## src/rtl/osiris_pkg.sv

```systemverilog
// osiris_pkg: shared encodings for the Osiris memory-port arbiter.
// Owner one-hot codes, arbitration modes, FSM states (ABORT under MEM_ARB_TIMEOUT_EN).
package osiris_pkg;

    localparam logic [1:0] OWN_NONE = 2'b00;
    localparam logic [1:0] OWN_M0   = 2'b01;
    localparam logic [1:0] OWN_M1   = 2'b10;

    localparam int ARB_FIXED = 0;
    localparam int ARB_RR    = 1;

    localparam logic [2:0] FUNCT3_WORD = 3'b010;

    typedef enum logic [1:0] {
        ST_IDLE  = 2'd0,
        ST_OWN0  = 2'd1,
`ifdef MEM_ARB_TIMEOUT_EN
        ST_OWN1  = 2'd2,
        ST_ABORT = 2'd3
`else
        ST_OWN1  = 2'd2
`endif
    } arb_state_t;

endpackage

```

## src/rtl/arb_watchdog.sv

```systemverilog
// arb_watchdog: counts cycles of unacknowledged strobe for the arbiter.
// expire is raised in the cycle the count sits at TIMEOUT_CYCLES-1 and is still counting.
module arb_watchdog #(
    parameter int TIMEOUT_CYCLES = 255
) (
    input  logic clk,
    input  logic rst,
    input  logic count_en,
    input  logic clear,
    output logic expire
);

    localparam logic [15:0] LIMIT = 16'(TIMEOUT_CYCLES - 1);

    logic [15:0] count;

    // Wait counter: cleared on ack or when no access is owned
    always_ff @(posedge clk) begin
        if (!rst) begin
            count <= '0;
        end else if (clear) begin
            count <= '0;
        end else if (count_en) begin
            count <= count + 16'd1;
        end
    end

    assign expire = count_en & (count == LIMIT);

endmodule

```

## src/rtl/mem_port_arbiter.sv

```systemverilog
// mem_port_arbiter: two-master Wishbone arbiter (M0 core, M1 UART) for one mem_byte.
// Watchdog abort is compiled in when MEM_ARB_TIMEOUT_EN is defined.
module mem_port_arbiter
    import osiris_pkg::*;
#(
    parameter int DATA_WIDTH     = 32,
    parameter int ADDR_WIDTH     = 32,
    parameter int ARB_MODE       = ARB_FIXED,
    parameter int TIMEOUT_CYCLES = 255
) (
    input  logic                  clk,
    input  logic                  rst,
    input  logic                  m0_cyc_i,
    input  logic                  m0_stb_i,
    input  logic                  m0_we_i,
    input  logic [ADDR_WIDTH-1:0] m0_adr_i,
    input  logic [DATA_WIDTH-1:0] m0_dat_i,
    input  logic [2:0]            m0_funct3_i,
    output logic [DATA_WIDTH-1:0] m0_dat_o,
    output logic                  m0_ack_o,
    output logic                  m0_err_o,
    output logic                  m0_stall_o,
    input  logic                  m1_cyc_i,
    input  logic                  m1_stb_i,
    input  logic                  m1_we_i,
    input  logic [ADDR_WIDTH-1:0] m1_adr_i,
    input  logic [DATA_WIDTH-1:0] m1_dat_i,
    output logic [DATA_WIDTH-1:0] m1_dat_o,
    output logic                  m1_ack_o,
    output logic                  m1_err_o,
    output logic                  m1_stall_o,
    output logic                  s_cyc_o,
    output logic                  s_stb_o,
    output logic                  s_we_o,
    output logic [ADDR_WIDTH-1:0] s_adr_o,
    output logic [DATA_WIDTH-1:0] s_dat_o,
    output logic [2:0]            s_funct3_o,
    input  logic [DATA_WIDTH-1:0] s_dat_i,
    input  logic                  s_ack_i,
    output logic [1:0]            owner_o
);

    arb_state_t state;
    logic       last;
    logic       req0;
    logic       req1;
    logic       pick1;

    assign req0 = m0_cyc_i & m0_stb_i;
    assign req1 = m1_cyc_i & m1_stb_i;

    // last = 1 means M1 was served most recently
    assign pick1 = req1 & (~req0 | (ARB_MODE == ARB_FIXED) | ~last);

`ifdef MEM_ARB_TIMEOUT_EN
    logic       expire;
    logic       busy;
    logic [1:0] err;

    assign busy = |owner_o;

    arb_watchdog #(
        .TIMEOUT_CYCLES(TIMEOUT_CYCLES)
    ) u_watchdog (
        .clk      (clk),
        .rst      (rst),
        .count_en (busy & s_stb_o & ~s_ack_i),
        .clear    (~busy | s_ack_i),
        .expire   (expire)
    );

    assign m0_err_o = err[0];
    assign m1_err_o = err[1];
`else
    assign m0_err_o = 1'b0;
    assign m1_err_o = 1'b0;
`endif

    // Ownership FSM: grant in IDLE, hold while owner keeps cyc
    always_ff @(posedge clk) begin
        if (!rst) begin
            state   <= ST_IDLE;
            owner_o <= OWN_NONE;
            last    <= 1'b1;
`ifdef MEM_ARB_TIMEOUT_EN
            err     <= 2'b00;
`endif
        end else begin
`ifdef MEM_ARB_TIMEOUT_EN
            err <= 2'b00;
`endif
            unique case (state)
                ST_IDLE: begin
                    if (req0 | req1) begin
                        state   <= pick1 ? ST_OWN1 : ST_OWN0;
                        owner_o <= pick1 ? OWN_M1 : OWN_M0;
                    end
                end
                ST_OWN0: begin
                    if (!m0_cyc_i) begin
                        state   <= ST_IDLE;
                        owner_o <= OWN_NONE;
                        last    <= 1'b0;
                    end
`ifdef MEM_ARB_TIMEOUT_EN
                    else if (expire) begin
                        state   <= ST_ABORT;
                        owner_o <= OWN_NONE;
                        last    <= 1'b0;
                        err     <= OWN_M0;
                    end
`endif
                end
                ST_OWN1: begin
                    if (!m1_cyc_i) begin
                        state   <= ST_IDLE;
                        owner_o <= OWN_NONE;
                        last    <= 1'b1;
                    end
`ifdef MEM_ARB_TIMEOUT_EN
                    else if (expire) begin
                        state   <= ST_ABORT;
                        owner_o <= OWN_NONE;
                        last    <= 1'b1;
                        err     <= OWN_M1;
                    end
`endif
                end
`ifdef MEM_ARB_TIMEOUT_EN
                ST_ABORT: begin
                    state <= ST_IDLE;
                end
`endif
                default: begin
                    state   <= ST_IDLE;
                    owner_o <= OWN_NONE;
                end
            endcase
        end
    end

    // Slave side is a pure mux of the owner; all zero when nobody owns
    always_comb begin
        s_cyc_o    = 1'b0;
        s_stb_o    = 1'b0;
        s_we_o     = 1'b0;
        s_adr_o    = '0;
        s_dat_o    = '0;
        s_funct3_o = 3'b000;
        unique case (1'b1)
            owner_o[0]: begin
                s_cyc_o    = m0_cyc_i;
                s_stb_o    = m0_stb_i;
                s_we_o     = m0_we_i;
                s_adr_o    = m0_adr_i;
                s_dat_o    = m0_dat_i;
                s_funct3_o = m0_funct3_i;
            end
            owner_o[1]: begin
                s_cyc_o    = m1_cyc_i;
                s_stb_o    = m1_stb_i;
                s_we_o     = m1_we_i;
                s_adr_o    = m1_adr_i;
                s_dat_o    = m1_dat_i;
                s_funct3_o = FUNCT3_WORD;
            end
            default: begin
            end
        endcase
    end

    assign m0_ack_o = owner_o[0] & s_ack_i;
    assign m1_ack_o = owner_o[1] & s_ack_i;
    assign m0_dat_o = owner_o[0] ? s_dat_i : '0;
    assign m1_dat_o = owner_o[1] ? s_dat_i : '0;

    // Stall is held low while reset is asserted
    assign m0_stall_o = rst & req0 & ~owner_o[0];
    assign m1_stall_o = rst & req1 & ~owner_o[1];

endmodule

```

## config.mk

```make
export PLATFORM = sky130hd
export DESIGN_NAME = mem_port_arbiter
export DESIGN_NICKNAME = d
export VERILOG_FILES = /design/src/rtl/osiris_pkg.sv /design/src/rtl/arb_watchdog.sv /design/src/rtl/mem_port_arbiter.sv
export SDC_FILE = /design/constraint.sdc
export NUM_CORES = 1
export LEC_CHECK = 0
export BUFFER_PORTS_ARGS = -buffer_cell sky130_fd_sc_hd__buf_2
export CAP_MARGIN = 10
export CORE_AREA = 4 4 121 123
export CTS_CLUSTER_DIAMETER = 150
export CTS_CLUSTER_SIZE = 10
export DETAILED_ROUTE_END_ITERATION = 8
export DIE_AREA = 0 0 125 127
export GPL_ROUTABILITY_DRIVEN = 1
export SLEW_MARGIN = 5
export SYNTH_ARGS = -nofsm -noshare
export SYNTH_HDL_FRONTEND = slang
export SYNTH_SLANG_ARGS = --single-unit
```

## constraint.sdc

```tcl
create_clock -name clk -period 1.3 [get_ports clk]
set_input_delay 0.13 -clock clk [delete_from_list [all_inputs] [get_ports clk]]
set_output_delay 0.13 -clock clk [all_outputs]
set_load 0.02 [all_outputs]
```

==> impl_metrics.toml <==
[status]
status = "finished, violations left"
violations = "setup timing"

[floorplanning]
dieWidth_um = 125
core_area_sq_mm = 0.0137
rows = 43
io_pins = 314
dieArea_sq_mm = 0.0159
die_y_um = 127
start_util_pct = 9.37

[synth]
synthCells = 172
synth.avg_cell_area_sq_um = 7.44
synth_most_common_cell = "and2_1"
synth_edf_count = 0
synth_cell_types = 17
synth_top_cells_by_count = "and2_1, a22o_1, buf_2"
netlist.area_leader.share_pct = 45.8
ys_top_cells_by_area = "a22o_1, and2_1, buf_6, buf_2, dfxtp_1"
synth_area_sq_mm = 0.00128
ys.flop_type = "dfxtp_1"
yosysTopAreaCell = "a22o_1"
async_reset_ff_share_pct = 0
synth_seq_cells = 2
yosys_warnings = 0
ys_seq_area_share_pct = 3.13

[power]
p_leak_nw = 2.16
power_density_mw_per_mm2 = 452
ir_drop_mv = 0.534

[cells_and_area]
fin_cells = 655
antennaDiodeCount = 0
drive_above_1_share_pct = 74.7
final_util_pct = 29.0
top_register = "state"
largest_reg_flops = 2
syn2layout_area_growth_pct = 210
layout.nets = 648
top_regs = "state x2"

[setup_path]
crit_required_ns = 1.17
rr_worst_depth = 3
start_kind = "flop"
critPathMaxFanout = 6
arrival_ns = 1.22
critPathKind = "flop to output port"
end_kind = "output port"

[sta]
period_minus_slack_ns = 1.35
timing.final.ws_setup_ns = -0.0533
max_freq_ghz = 0.739
finalCritPeriodShare_pct = 104
final_max_slew_viol_count = 0
skew_ns = 0.00164
setup_viol = 24
hold_viol = 0
rsz0062_at_grt = "true"

[job]
cap_violations = 0

[route]
post-route-drc-count = 0
drt_iter0_markers = 61
finalWirelength_mm = 9.88
route.vias.total = 2609
wire_per_inst_um = 15.1
viasPerCell = 3.98
ant_nets = 0
first_pass_iters = 4

[clocking]
cts_tree = "built"
clkLatencyLatePin_ns = 0.22
hold_buffers = 0
clkTransAtPathRegs_ns = 0.03
htree_levels = 1
clock_tree.buffer_depth = 2
cts_buffers = 3
root_buffer = "clkbuf_16"
clock-sinks = 2

[grt]
grt.total_usage_pct = 9.37
grt_pass1_wl_mm = 12.4
overflow = 0
first_global_vias = 2423
grt_antenna_before_repair = 0
grt_start_max_net_pins = 52

[placement]
dp_hpwl_mm = 6.68
numPortBuffers = 311
dp.cells = 643
gp_congestion = 0.755

[hold_path]
hp-class = "primary input to flop"
holdPathStages = 2
placed cells by master (no fill, tap or decap), types with 2 or more instances in the layout:
cell,count
buf_2,177
buf_6,81
a22o_1,67
buf_4,53
and2_1,42
and2_4,26
clkbuf_16,6
buf_12,6
nand2_1,2
conb_1,2
buf_16,2
dfxtp_4,2
stage by stage:
step	cell area (sq um)	power, mW	TNS (ns)	setup slack [ns]	hold slack, ns
after CTS	3340	1.59	-0.565	-0.0807	0.193
after global placement	2990	1.02	0	0.163	0.433
after floorplan	1280	0.566	0	0.0845	0.282
final	3960	1.79	-0.380	-0.0533	0.195
after detailed placement	2990	1.03	0	0.141	0.423
after global routing	3960	1.89	-3.52	-0.0829	0.200
path summary, 6_finish.rpt:
kind                          from               endpoint  slack (ns)
max          state[0]$_SDFFE_PN0P_             s_adr_o[0]       -0.05
min                            rst  state[0]$_SDFFE_PN0P_        0.20
max reg2reg  state[1]$_SDFFE_PN0P_  state[1]$_SDFFE_PN0P_        0.26
min reg2reg  state[1]$_SDFFE_PN0P_  state[0]$_SDFFE_PN0P_        0.68
critical path, stage by stage, from the launching register on:
cell,delay [ns]
dfxtp_4,0.39
buf_12,0.15
buf_12,0.13
a22o_1,0.20
buf_6,0.13
metal layers:
| layer | vias to the layer above | part of all wire (%) | GRT usage, % |
|---|---|---|---|
| li1 | 1240 | - | - |
| met1 | 1205 | 36 | 10.5 |
| met2 | 162 | 56 | 18.4 |
| met5 | - | 0 | 0 |
| met4 | 0 | 0.47 | 1.72 |
| met3 | 2 | 8.4 | 1.76 |
report_power, final:
| group | total (mW) | switching (mW) | internal, mW | leakage (nW) |
|---|---|---|---|---|
| clock network | 0.477 | 0.0730 | 0.404 | 0.0382 |
| logic | 1.24 | 0.578 | 0.662 | 2.10 |
| registers | 0.0757 | 0.0126 | 0.0631 | 0.0178 |
| total | 1.79 | 0.663 | 1.13 | 2.16 |
logic make-up (layout without fill, tap and decap cells):
| kind of cell | count (synthesis) | in the layout | synth area share (%) |
|---|---|---|---|
| buf+inv | 26 | 328 | 12.7 |
| simple gates | 74 | 74 | 36.6 |
| compound gates | 69 | 69 | 47.3 |
| other cells | 1 | 2 | 0.293 |
| flops | 2 | 2 | 3.13 |
cell type report:
class | count | area (sq um)
repair buffers | 323 | 2460
multi-input cells | 145 | 1150
inverters | 1 | 3.75
clock buffers | 4 | 78.8
well taps | 180 | 225
fillers | 1455 | 9700
flip-flops and latches | 2 | 47.5
repair_timing:
item,4_1_cts,5_1_grt
pin swaps,1,0
resized for setup,86,161
setup endpoints to repair,71,117
buffers inserted,0,1
gates cloned,2,5
Note: power is estimated with default switching activity, not from simulation.
